File: src/rtl/ising_core_ctrl.sv
// ising_core_ctrl: per-core job sequencer between the register bus and one Ising core.
// Software sets NUM_ITER and writes START. The block then hands the iterations to the
// core one at a time and waits for each done pulse. It reports BUSY/DONE/ABORTED and
// the progress count in STATUS, and raises a level interrupt.
//
// Optional build macro LAGD_ISING_CTRL_PERF_EN adds a read-only PERF_CYCLES counter at
// 0xC. Without the macro, 0xC is unmapped.
//
// Core handshake: an iteration transfers on a rising clock edge when core_iter_valid_o
// and core_iter_ready_i are both high. While valid is up, core_iter_idx_o holds steady
// and valid stays high until that edge (or until an abort that arrives without a
// handshake). After a transfer, the core returns one core_iter_done_i pulse.
module ising_core_ctrl #(
  parameter int unsigned AddrWidth = 32,
  parameter int unsigned DataWidth = 32,
  parameter int unsigned IterWidth = 16
) (
  input  logic                 clk_i,
  input  logic                 rst_i,
  input  logic                 reg_valid_i,
  input  logic                 reg_write_i,
  input  logic [AddrWidth-1:0] reg_addr_i,
  input  logic [DataWidth-1:0] reg_wdata_i,
  input  logic [3:0]           reg_wstrb_i,
  output logic                 reg_ready_o,
  output logic [DataWidth-1:0] reg_rdata_o,
  output logic                 reg_error_o,
  output logic                 core_iter_valid_o,
  input  logic                 core_iter_ready_i,
  output logic [IterWidth-1:0] core_iter_idx_o,
  input  logic                 core_iter_done_i,
  output logic                 irq_o
);

  if (DataWidth != 32) begin : g_bad_data_width
    $error("ising_core_ctrl: DataWidth must be 32");
  end
  if (AddrWidth < 5) begin : g_bad_addr_width
    $error("ising_core_ctrl: AddrWidth must be at least 5");
  end
  if (IterWidth > 16 || IterWidth < 1) begin : g_bad_iter_width
    $error("ising_core_ctrl: IterWidth must be 1..16 to fit STATUS[31:16]");
  end

  typedef enum logic [1:0] {
    IDLE  = 2'd0,
    ISSUE = 2'd1,
    WAIT  = 2'd2,
    DRAIN = 2'd3
  } state_t;

  state_t               state;
  logic [IterWidth-1:0] num_iter;
  logic [IterWidth-1:0] progress;
  logic [IterWidth-1:0] prog_inc;
  logic [15:0]          prog16;
  logic                 irq_en;
  logic                 done;
  logic                 aborted;
  logic                 busy;

  logic                 addr_hi_zero;
  logic [1:0]           reg_idx;
  logic                 ctrl_we;
  logic                 num_we;
  logic                 stat_we;
  logic                 start_go;
  logic                 abort_go;

`ifdef LAGD_ISING_CTRL_PERF_EN
  logic [31:0]          perf_cnt;
`endif

  assign busy         = (state != IDLE);
  assign prog_inc     = progress + IterWidth'(1);
  assign prog16       = 16'(progress);
  assign addr_hi_zero = (reg_addr_i[AddrWidth-1:4] == '0);
  assign reg_idx      = reg_addr_i[3:2];
  assign reg_ready_o  = reg_valid_i;

  // A request that carries both START and ABORT is an abort. START can only be
  // accepted while IDLE, because a START write while busy is refused in decode.
  assign start_go = ctrl_we & reg_wdata_i[0] & ~reg_wdata_i[1];
  assign abort_go = ctrl_we & reg_wdata_i[1];

  assign core_iter_valid_o = (state == ISSUE);
  assign core_iter_idx_o   = progress;
  assign irq_o             = (done | aborted) & irq_en;

  // Register decode: read data, error flag and per-register write enables.
  // Any request that gets an error also gets no write enable.
  always_comb begin
    reg_rdata_o = '0;
    reg_error_o = 1'b0;
    ctrl_we     = 1'b0;
    num_we      = 1'b0;
    stat_we     = 1'b0;
    if (reg_valid_i) begin
      if (!addr_hi_zero) begin
        reg_error_o = 1'b1;
      end else begin
        case (reg_idx)
          2'd0: reg_rdata_o[2] = irq_en;
          2'd1: reg_rdata_o[IterWidth-1:0] = num_iter;
          2'd2: begin
            reg_rdata_o[0]     = busy;
            reg_rdata_o[1]     = done;
            reg_rdata_o[2]     = aborted;
            reg_rdata_o[31:16] = prog16;
          end
          default: begin
`ifdef LAGD_ISING_CTRL_PERF_EN
            reg_rdata_o = perf_cnt;
`else
            reg_error_o = 1'b1;
`endif
          end
        endcase
        if (reg_write_i && !reg_error_o) begin
          if (reg_wstrb_i != 4'hF) begin
            reg_error_o = 1'b1;
          end else begin
            case (reg_idx)
              2'd0: begin
                if (reg_wdata_i[0] && !reg_wdata_i[1] && busy) reg_error_o = 1'b1;
                else                                             ctrl_we     = 1'b1;
              end
              2'd1: begin
                if (busy) reg_error_o = 1'b1;
                else      num_we      = 1'b1;
              end
              2'd2:    stat_we     = 1'b1;
              default: reg_error_o = 1'b1;
            endcase
          end
        end
      end
    end
  end

  // Software-owned configuration: the IRQ enable and the iteration count.
  always_ff @(posedge clk_i or posedge rst_i) begin
    if (rst_i) begin
      irq_en   <= 1'b0;
      num_iter <= '0;
    end else begin
      if (ctrl_we) irq_en   <= reg_wdata_i[2];
      if (num_we)  num_iter <= reg_wdata_i[IterWidth-1:0];
    end
  end

  // Sequencer FSM. It owns progress and the DONE/ABORTED flags. The W1C clears
  // come first, so a set by the FSM in the same cycle wins.
  always_ff @(posedge clk_i or posedge rst_i) begin
    if (rst_i) begin
      state    <= IDLE;
      progress <= '0;
      done     <= 1'b0;
      aborted  <= 1'b0;
    end else begin
      if (stat_we) begin
        if (reg_wdata_i[1]) done    <= 1'b0;
        if (reg_wdata_i[2]) aborted <= 1'b0;
      end
      case (state)
        IDLE: begin
          if (start_go) begin
            progress <= '0;
            aborted  <= 1'b0;
            if (num_iter == '0) begin
              done <= 1'b1;
            end else begin
              done  <= 1'b0;
              state <= ISSUE;
            end
          end
        end
        ISSUE: begin
          if (abort_go) begin
            // An iteration accepted in the abort cycle must still be drained.
            if (core_iter_ready_i) begin
              state <= DRAIN;
            end else begin
              aborted <= 1'b1;
              state   <= IDLE;
            end
          end else if (core_iter_ready_i) begin
            state <= WAIT;
          end
        end
        WAIT: begin
          if (core_iter_done_i) begin
            progress <= prog_inc;
            if (abort_go) begin
              // The outstanding iteration finished in the abort cycle: nothing to drain.
              aborted <= 1'b1;
              state   <= IDLE;
            end else if (prog_inc == num_iter) begin
              done  <= 1'b1;
              state <= IDLE;
            end else begin
              state <= ISSUE;
            end
          end else if (abort_go) begin
            state <= DRAIN;
          end
        end
        DRAIN: begin
          if (core_iter_done_i) begin
            progress <= prog_inc;
            aborted  <= 1'b1;
            state    <= IDLE;
          end
        end
        default: state <= IDLE;
      endcase
    end
  end

`ifdef LAGD_ISING_CTRL_PERF_EN
  // Busy-cycle counter. It is cleared when a job starts and it saturates at all-ones.
  always_ff @(posedge clk_i or posedge rst_i) begin
    if (rst_i) begin
      perf_cnt <= '0;
    end else if (start_go) begin
      perf_cnt <= '0;
    end else if (busy && perf_cnt != 32'hFFFF_FFFF) begin
      perf_cnt <= perf_cnt + 32'd1;
    end
  end
`endif

endmodule

File: config.mk
export PLATFORM = sky130hd
export DESIGN_NAME = ising_core_ctrl
export DESIGN_NICKNAME = d
export VERILOG_FILES = /design/src/rtl/ising_core_ctrl.sv
export SDC_FILE = /design/constraint.sdc
export NUM_CORES = 1
export LEC_CHECK = 0
export ABC_AREA = 0
export BUFFER_PORTS_ARGS = -buffer_cell sky130_fd_sc_hd__buf_2
export CAP_MARGIN = 10
export CELL_PAD_IN_SITES_DETAIL_PLACEMENT = 0
export CELL_PAD_IN_SITES_GLOBAL_PLACEMENT = 1
export CORE_UTILIZATION = 38
export CTS_CLUSTER_DIAMETER = 30
export DETAILED_ROUTE_END_ITERATION = 8
export GPL_ROUTABILITY_DRIVEN = 0
export PLACE_DENSITY = 0.95
export SYNTH_ARGS = -nofsm -noshare
export SYNTH_HDL_FRONTEND = slang
export SYNTH_SLANG_ARGS = --single-unit
File: constraint.sdc
create_clock -name clk_i -period 6.4 [get_ports clk_i]
set_clock_uncertainty 0.15 [all_clocks]
set_input_delay 0 -clock clk_i [delete_from_list [all_inputs] [get_ports clk_i]]
set_output_delay 0 -clock clk_i [all_outputs]
set_load 0.01 [all_outputs]
==> impl_metrics.toml, run 1 <==
[logic_synthesis]
synth_xor_xnor_area_share_pct = 6.247
synthesis.nets = 405
dominantRegCellSynth = "sky130_fd_sc_hd__dfrtp_1"
synth-seq-area-share_pct = 31.45
synth_top_area_cell = "sky130_fd_sc_hd__dfrtp_1"
gate_count_post_synth = 326
synth_simple_gate_area_share_pct = 31.62
dominant_combinational_cell_family_by_area_after_synthesis = "simple AND/OR/NAND/NOR gates"
edff_count_synth = 0
synth_compound_area_share_pct = 15.21
yosysWarnings = 0
mappedNetlistArea_um2 = 2944
yosys_register_bits = 37
post_synth_most_frequent_cells = "37 x sky130_fd_sc_hd__dfrtp_1, 30 x sky130_fd_sc_hd__and2_1, 23 x sky130_fd_sc_hd__nand2_1, 23 x sky130_fd_sc_hd__o21ai_0"
synthMuxAreaShare_pct = 7.182
syn-mean-instance-area_um2 = 9.031
synth_cell_type_count = 68
synth-adder-area-share_pct = 2.125
postSynth.asyncResetShare_pct = 100.0
synth.top_cells.by_area = "sky130_fd_sc_hd__dfrtp_1 31%, sky130_fd_sc_hd__mux2_2 6.5%, sky130_fd_sc_hd__and2_1 6.4%"
synthMostInstantiatedCell = "sky130_fd_sc_hd__dfrtp_1"
yosysTopAreaCellShare_pct = 31.45

[run_status]
run_status = "completed"

[floorplanning]
dieWidth_um = 90.02
initial_core_utilization_pct = 39.95
num_io_pins = 126
die-area_um2 = 8104
placementRows = 31
design.core.area_um2 = 7370
die_y_um = 90.02

[min_path]
worst_hold_check_path_type = "input port to primary output"

[placement]
detailed_place_hpwl_mm = 6.150
port_buffers = 107
place_ws_ns = 3.341
detailed_place.area_um2 = 3492

[timing]
slew_violations = 0
finalHoldViolations = 0
finalWorstPathRequiredPeriod_ns = 3.128
totalNegativeSetupSlack_ns = 0
grt_setup_unrepaired = "no"
setup_viol = 0
worst_pin_slew_ns = 0.7361
post-route-worst-setup-slack_ns = 3.272
max_slew_headroom_at_the_worst_pin_pct = 50.93
max_clock_freq_ghz = 0.3197
final.period_utilization_pct = 48.87

[worst_setup_path]
cp.required_ns = 6.48
worstPathCellList = "ha_1 > nand3_1 > nor4_1 > mux2i_1 > nand4_1 > nor4_2 > a31o_1"
timing.critical_path.arrival_ns = 3.21
worstSetupStartpointType = "flip-flop"
cp_slowest_stage_delay_ns = 0.75
worstPathBufferInverterCount = 0
kind_of_end_point_of_the_critical_path = "flip-flop"
worst_path_max_delay_cell = "sky130_fd_sc_hd__nor4_1"
critical_path.top_delay_family = "simple AND/OR/NAND/NOR gates"
worst-path-max-fanout = 14
critical_path_class = "flip-flop to flip-flop"

[clocking]
tritoncts = "done"
cts_max_path_buffers = 2
cts_resized = 0
ctsRootBufferMaster = "sky130_fd_sc_hd__clkbuf_8"
tritoncts.num_buffers = 5
post_cts.repair.setup_buffers = 0
cts.reportedPaths.clkPinSlew_ns = 0.07
cts-htree-levels = 2
clock_latency_reported_for_the_late_side_of_the_worst_skew_pair_ns = 0.29
tritoncts_num_sinks = 37

[routing]
routedWlPerCell_um = 15.64
post_dr_vias_cell = 5.478
route.vias.total = 2958
detail_route.iter0.violations = 257
route.final.wire_length_mm = 8.446
drt_drc_violations_left = 0
antenna_violating_nets_post_route = 0
drt_pass1_iterations = 5

[power_and_ir_drop]
power.ir.vdd_worst_uv = 123.4
clock_power_share_pct = 35.9
power_density_nw_per_um2 = 153.8
p_sw_share_pct = 27.68
power_leakage_nw = 1.845
net-switching-power_mw = 0.1618
seq_power_share_pct = 44.8
combPwrFrac_pct = 19.4
internal_power_mw = 0.4226

[grt]
grt_start_max_net_pins = 38
grt_first_pass_wirelength_mm = 14.23
grt-ovfl-total = 0
grt_usage_pct = 21.43
grt_pass1_vias = 2851
antenna_violations_before_repair = 0

[final_layout]
design.final.nets = 519
area_growth_from_synthesis_to_layout_pct = 29.03
final_core_util_pct = 51.54
layout-drive-gt1-share_pct = 35.15
final_design_area_no_fill_um2 = 3799
insertedDiodeCount = 0

[job]
drv_cap = 0
-- power by group through the flow --
stage,Sequential (mW),Clock [mW],Combinational [mW]
2_1_floorplan,0.253,0,0.0733
3_3_place_gp,0.265,0,0.0984
3_5_place_dp,0.265,0,0.102
4_1_cts,0.261,0.214,0.113
5_1_grt,0.263,0.226,0.126
6_report,0.262,0.210,0.113
-- cell families (layout without fill, tap and decap cells) --
logic type	after synthesis	after routing
AO/OA/AOI/OAI	66	66
XOR/XNOR	21	21
adder cells (fa/ha/maj)	5	5
buffers and inverters	33	148
flip-flops	37	37
multiplexers	19	19
AND/OR/NAND/NOR	145	145
-- through the flow --
step	power, mW	hold WS [ns]	cells
floorplan	0.3264	-0.05823	326
finish	0.5844	0.1115	540
detailed placement	0.3672	-0.005283	513
global route	0.6145	0.1163	540
CTS	0.5885	0.1085	540
global placement	0.3634	-0.008198	513
-- layout by cell type, fill, tap and decap left out, types with 11 or more instances in the layout --
cell                            count
sky130_fd_sc_hd__buf_2            107
sky130_fd_sc_hd__dfrtp_1           37
sky130_fd_sc_hd__and2_1            30
sky130_fd_sc_hd__nand2_1           23
sky130_fd_sc_hd__o21ai_0           23
sky130_fd_sc_hd__dlygate4sd3_1     19
sky130_fd_sc_hd__mux2_2            17
sky130_fd_sc_hd__xnor2_1           17
sky130_fd_sc_hd__nor4_1            15
sky130_fd_sc_hd__inv_1             11
-- registers in the layout (all words and copies together), names as in the netlist --
signal and flops:
core_iter_idx_o 16, num_iter 16, state 2, aborted 1, done 1, irq_en 1
-- timing repair --
action / 4_1_cts / 5_1_grt
setup endpoints to repair: 0 / 0
hold endpoints to repair: 56 / 0
hold buffers: 19 / 0
-- worst paths after layout --
check	start	end	slack, ns	cells past startpoint
worst min register to register	irq_en$_DFFE_PP0N_	irq_en$_DFFE_PP0N_	0.40	1
worst min-delay path	reg_valid_i	reg_ready_o	0.11	2
min in group asynchronous	rst_i	state[1]$_DFFE_PP0P_	0.21	4
max in group asynchronous	rst_i	num_iter[13]$_DFFE_PP0P_	5.54	4
worst max register to register	core_iter_idx_o[0]$_DFFE_PP0P_	done$_DFF_PP0_	3.27	7
worst max-delay path	core_iter_idx_o[0]$_DFFE_PP0P_	done$_DFF_PP0_	3.27	7
-- metal layers --
layer  GRT usage, %  part of all wire [%]  up-vias
met5              0                     0        -
met4          5.242                   1.1        0
met3          3.807                   5.6       10
met2          35.88                    47      104
met1          28.54                    46     1419
li1               -                     -     1425
-- area by class of cell --
cell class / instances / area, µm²
Inverter: 11 / 41.29
Clock buffer: 7 / 86.33
Timing Repair Buffer: 129 / 748.2
Fill cell: 708 / 3571
Clock inverter: 1 / 30.03
Tap cell: 99 / 123.9
Sequential cell: 37 / 925.9
Multi-Input combinational cell: 256 / 1843
Note: power is estimated with default switching activity, not from simulation.
==> run 2, diff against run 1 <==
--- a/config.mk
+++ b/config.mk
@@ -5,16 +5,16 @@
 export SDC_FILE = /design/constraint.sdc
 export NUM_CORES = 1
 export LEC_CHECK = 0
-export ABC_AREA = 0
+export ABC_AREA = 1
 export BUFFER_PORTS_ARGS = -buffer_cell sky130_fd_sc_hd__buf_2
 export CAP_MARGIN = 10
 export CELL_PAD_IN_SITES_DETAIL_PLACEMENT = 0
 export CELL_PAD_IN_SITES_GLOBAL_PLACEMENT = 1
-export CORE_UTILIZATION = 38
+export CORE_UTILIZATION = 30
 export CTS_CLUSTER_DIAMETER = 30
 export DETAILED_ROUTE_END_ITERATION = 8
 export GPL_ROUTABILITY_DRIVEN = 0
-export PLACE_DENSITY = 0.95
+export PLACE_DENSITY = 0.86
 export SYNTH_ARGS = -nofsm -noshare
 export SYNTH_HDL_FRONTEND = slang
 export SYNTH_SLANG_ARGS = --single-unit
==> constraint.sdc (replaced) <==
create_clock -name clk_i -period 2.8 [get_ports clk_i]
set_clock_uncertainty 0.15 [all_clocks]
set_input_delay 0 -clock clk_i [delete_from_list [all_inputs] [get_ports clk_i]]
set_output_delay 0 -clock clk_i [all_outputs]
set_load 0.01 [all_outputs]
==> impl_metrics.toml, run 2 <==
[final_layout]
design.final.nets = 662
filler_cell_count = 1048
area_growth_from_synthesis_to_layout_pct = 29.88
final_design_area_no_fill_um2 = 4068
multi_input_comb_area_um2 = 1902
insertedDiodeCount = 0
most-common-layout-cells = "114 x sky130_fd_sc_hd__nand2_1, 107 x sky130_fd_sc_hd__buf_2, 54 x sky130_fd_sc_hd__inv_1"
final-seq-area_um2 = 925.9
final_common_cell = "sky130_fd_sc_hd__nand2_1"
layout-drive-gt1-share_pct = 28.08

[floorplanning]
die_y_um = 104.2
die-area_um2 = 10850
dieWidth_um = 104.2
num_io_pins = 126
initial_core_utilization_pct = 31.46
placementRows = 36
design.core.area_um2 = 9955

[routing]
antenna_violating_nets_post_route = 0
drt_drc_violations_left = 0
routedWlPerCell_um = 13.65
route.final.wire_length_mm = 9.785
post_dr_vias_cell = 4.972
drt_pass1_iterations = 4
detail_route.iter0.violations = 164
route.vias.total = 3565

[logic_synthesis]
post_synth_most_frequent_cells = "114 x sky130_fd_sc_hd__nand2_1, 54 x sky130_fd_sc_hd__inv_1, 52 x sky130_fd_sc_hd__nor2_1"
postSynth.asyncResetShare_pct = 100.0
synth-seq-area-share_pct = 29.56
syn-mean-instance-area_um2 = 6.883
synthesis.nets = 534
synth_cell_type_count = 41
yosys_register_bits = 37
gate_count_post_synth = 455
synth.top_cells.by_area = "sky130_fd_sc_hd__dfrtp_1 30%, sky130_fd_sc_hd__nand2_1 14%, sky130_fd_sc_hd__nand3_1 6.9%"
yosysTopAreaCellShare_pct = 29.56
synth_top_area_cell = "sky130_fd_sc_hd__dfrtp_1"
yosysWarnings = 0
dominantRegCellSynth = "sky130_fd_sc_hd__dfrtp_1"
mappedNetlistArea_um2 = 3132
synthMostInstantiatedCell = "sky130_fd_sc_hd__nand2_1"
edff_count_synth = 0

[clocking]
tritoncts.num_buffers = 5
cts-htree-levels = 2
clock_latency_reported_for_the_late_side_of_the_worst_skew_pair_ns = 0.29
ctsRootBufferMaster = "sky130_fd_sc_hd__clkbuf_8"
post_cts.repair.setup_buffers = 0
tritoncts_num_sinks = 37
cts.reportedPaths.clkPinSlew_ns = 0.08
cts_max_path_buffers = 2
tritoncts = "done"

[timing]
finalHoldViolations = 0
max_clock_freq_ghz = 0.4216
totalNegativeSetupSlack_ns = 0
max_slew_headroom_at_the_worst_pin_pct = 62.05
setup_viol = 0
grt_setup_unrepaired = "no"
post-route-worst-setup-slack_ns = 0.4279
slew_violations = 0
final.period_utilization_pct = 84.72
worst_pin_slew_ns = 0.5686
finalWorstPathRequiredPeriod_ns = 2.372

[worst_setup_path]
kind_of_end_point_of_the_critical_path = "flip-flop"
worst_setup_path_startpoint = "state[1]$_DFFE_PP0P_"
cp.required_ns = 2.88
worstReg2RegStart = "state[1]$_DFFE_PP0P_"
timing.critical_path.arrival_ns = 2.46
worst-path-max-fanout = 7
worstSetupStartpointType = "flip-flop"
critical_path_class = "flip-flop to flip-flop"

[min_path]
worst_hold_check_path_type = "input port to flip-flop"
worstHoldStart = "core_iter_done_i"

[power_and_ir_drop]
seq_power_share_pct = 36.8
p_sw_share_pct = 43.44
clock_power_share_pct = 21.7
power.ir.vdd_worst_uv = 179.3
internal_power_mw = 0.9933
combPwrFrac_pct = 41.5
power_leakage_nw = 2.048
power_density_nw_per_um2 = 431.7
net-switching-power_mw = 0.7628

[grt]
global_route.usage.met2_pct = 34.05
grt_usage_pct = 18.84
met3_resource_use_gr_pct = 3.195
grt_start_max_net_pins = 38
antenna_violations_before_repair = 0
groute.layer.met1.usage_pct = 23.02
grt_pass1_vias = 3581
grt-busiest-layer = "met2"
grt-ovfl-total = 0
grt_first_pass_wirelength_mm = 16.76

[run_status]
run_status = "completed"

[placement]
detailed_place_hpwl_mm = 7.652
detailed_place.area_um2 = 3794
port_buffers = 107
place_ws_ns = 0.5472

[job]
drv_cap = 0
==> run 2: cell count changes after synthesis, sizes merged, moves of 17 or more <==
cell / before / now
nand2: 23 / 118
nor2: 8 / 58
inv: 11 / 56
nand3: 11 / 51
and2: 32 / 1
nor3: 9 / 33
nor4: 20 / 3
==> run 2: critical path: stages (launching register included) <==
cell and delay [ns]:
sky130_fd_sc_hd__dfrtp_1 0.48, sky130_fd_sc_hd__nor2_4 0.20, sky130_fd_sc_hd__nor2_2 0.08, sky130_fd_sc_hd__nor3_4 0.29, sky130_fd_sc_hd__nand3_1 0.20, sky130_fd_sc_hd__nand2_1 0.10
sky130_fd_sc_hd__nand3_1 0.06, sky130_fd_sc_hd__nand2_1 0.07, sky130_fd_sc_hd__nand2_1 0.05, sky130_fd_sc_hd__o31ai_1 0.05, sky130_fd_sc_hd__dlygate4sd3_1 0.57
==> run 2: final cells by class <==
type | instances | area share (%)
Multi-Input combinational cell | 350 | 46.75
Sequential cell | 37 | 22.76
Timing Repair Buffer | 132 | 18.95
Inverter | 57 | 5.383
Tap cell | 133 | 4.091
Clock buffer | 7 | 1.876
Clock inverter | 1 | 0.1846
==> run 2: per-stage QoR <==
step	util (%)	power [mW]	hold WS (ns)	std cells
3_3_place_gp	38.11	1.351	0.003171	690
2_1_floorplan	-	1.215	-0.05823	455
4_1_cts	40.86	1.758	0.01739	717
5_1_grt	40.86	1.869	0.05450	717
3_5_place_dp	38.11	1.361	0.002395	690
6_report	40.86	1.756	0.01309	717
==> run 2: what timing repair did <==
action,in CTS,in global routing
setup endpoints to repair,0,0
endpoints found under the hold margin,56,0
gates resized for setup,0,0
hold buffers,19,0
==> run 2: metal layers <==
layer	vias to the layer above	routed length (µm)
li1	1770	-
met1	1645	4155
met2	136	4861
met3	14	610
met4	0	157
met5	-	0
==> run 2: kinds of logic (layout without fill, tap and decap cells) <==
| logic type | count (synthesis) | after routing | share of synthesized area (%) |
|---|---|---|---|
| XOR/XNOR | 5 | 5 | 1.838 |
| flip-flops | 37 | 37 | 29.56 |
| multiplexers | 14 | 14 | 5.753 |
| AND/OR/NAND/NOR | 284 | 284 | 42.75 |
| AO/OA/AOI/OAI | 42 | 42 | 8.390 |
| adder cells (fa/ha/maj) | 5 | 5 | 1.998 |
| buffers and inverters | 68 | 197 | 9.708 |
==> run 2: final timing paths <==
kind | to | slack, ns | cells after the start
setup reg to reg | aborted$_DFF_PP0_ | 0.43 | 10
min in group asynchronous | core_iter_idx_o[4]$_DFFE_PP0P_ | 0.23 | 4
max in group asynchronous | core_iter_idx_o[7]$_DFFE_PP0P_ | 1.92 | 4
hold / removal | done$_DFF_PP0_ | 0.01 | 5
setup / recovery | aborted$_DFF_PP0_ | 0.43 | 10
hold reg to reg | num_iter[2]$_DFFE_PP0P_ | 0.39 | 2
==> run 2: power groups by stage <==
stage	combinational (mW)	clock (mW)	sequential [mW]
after floorplan	0.580	0	0.635
after global placement	0.698	0	0.653
after detailed placement	0.707	0	0.655
after CTS	0.729	0.385	0.645
after global routing	0.812	0.403	0.654
final	0.729	0.381	0.646
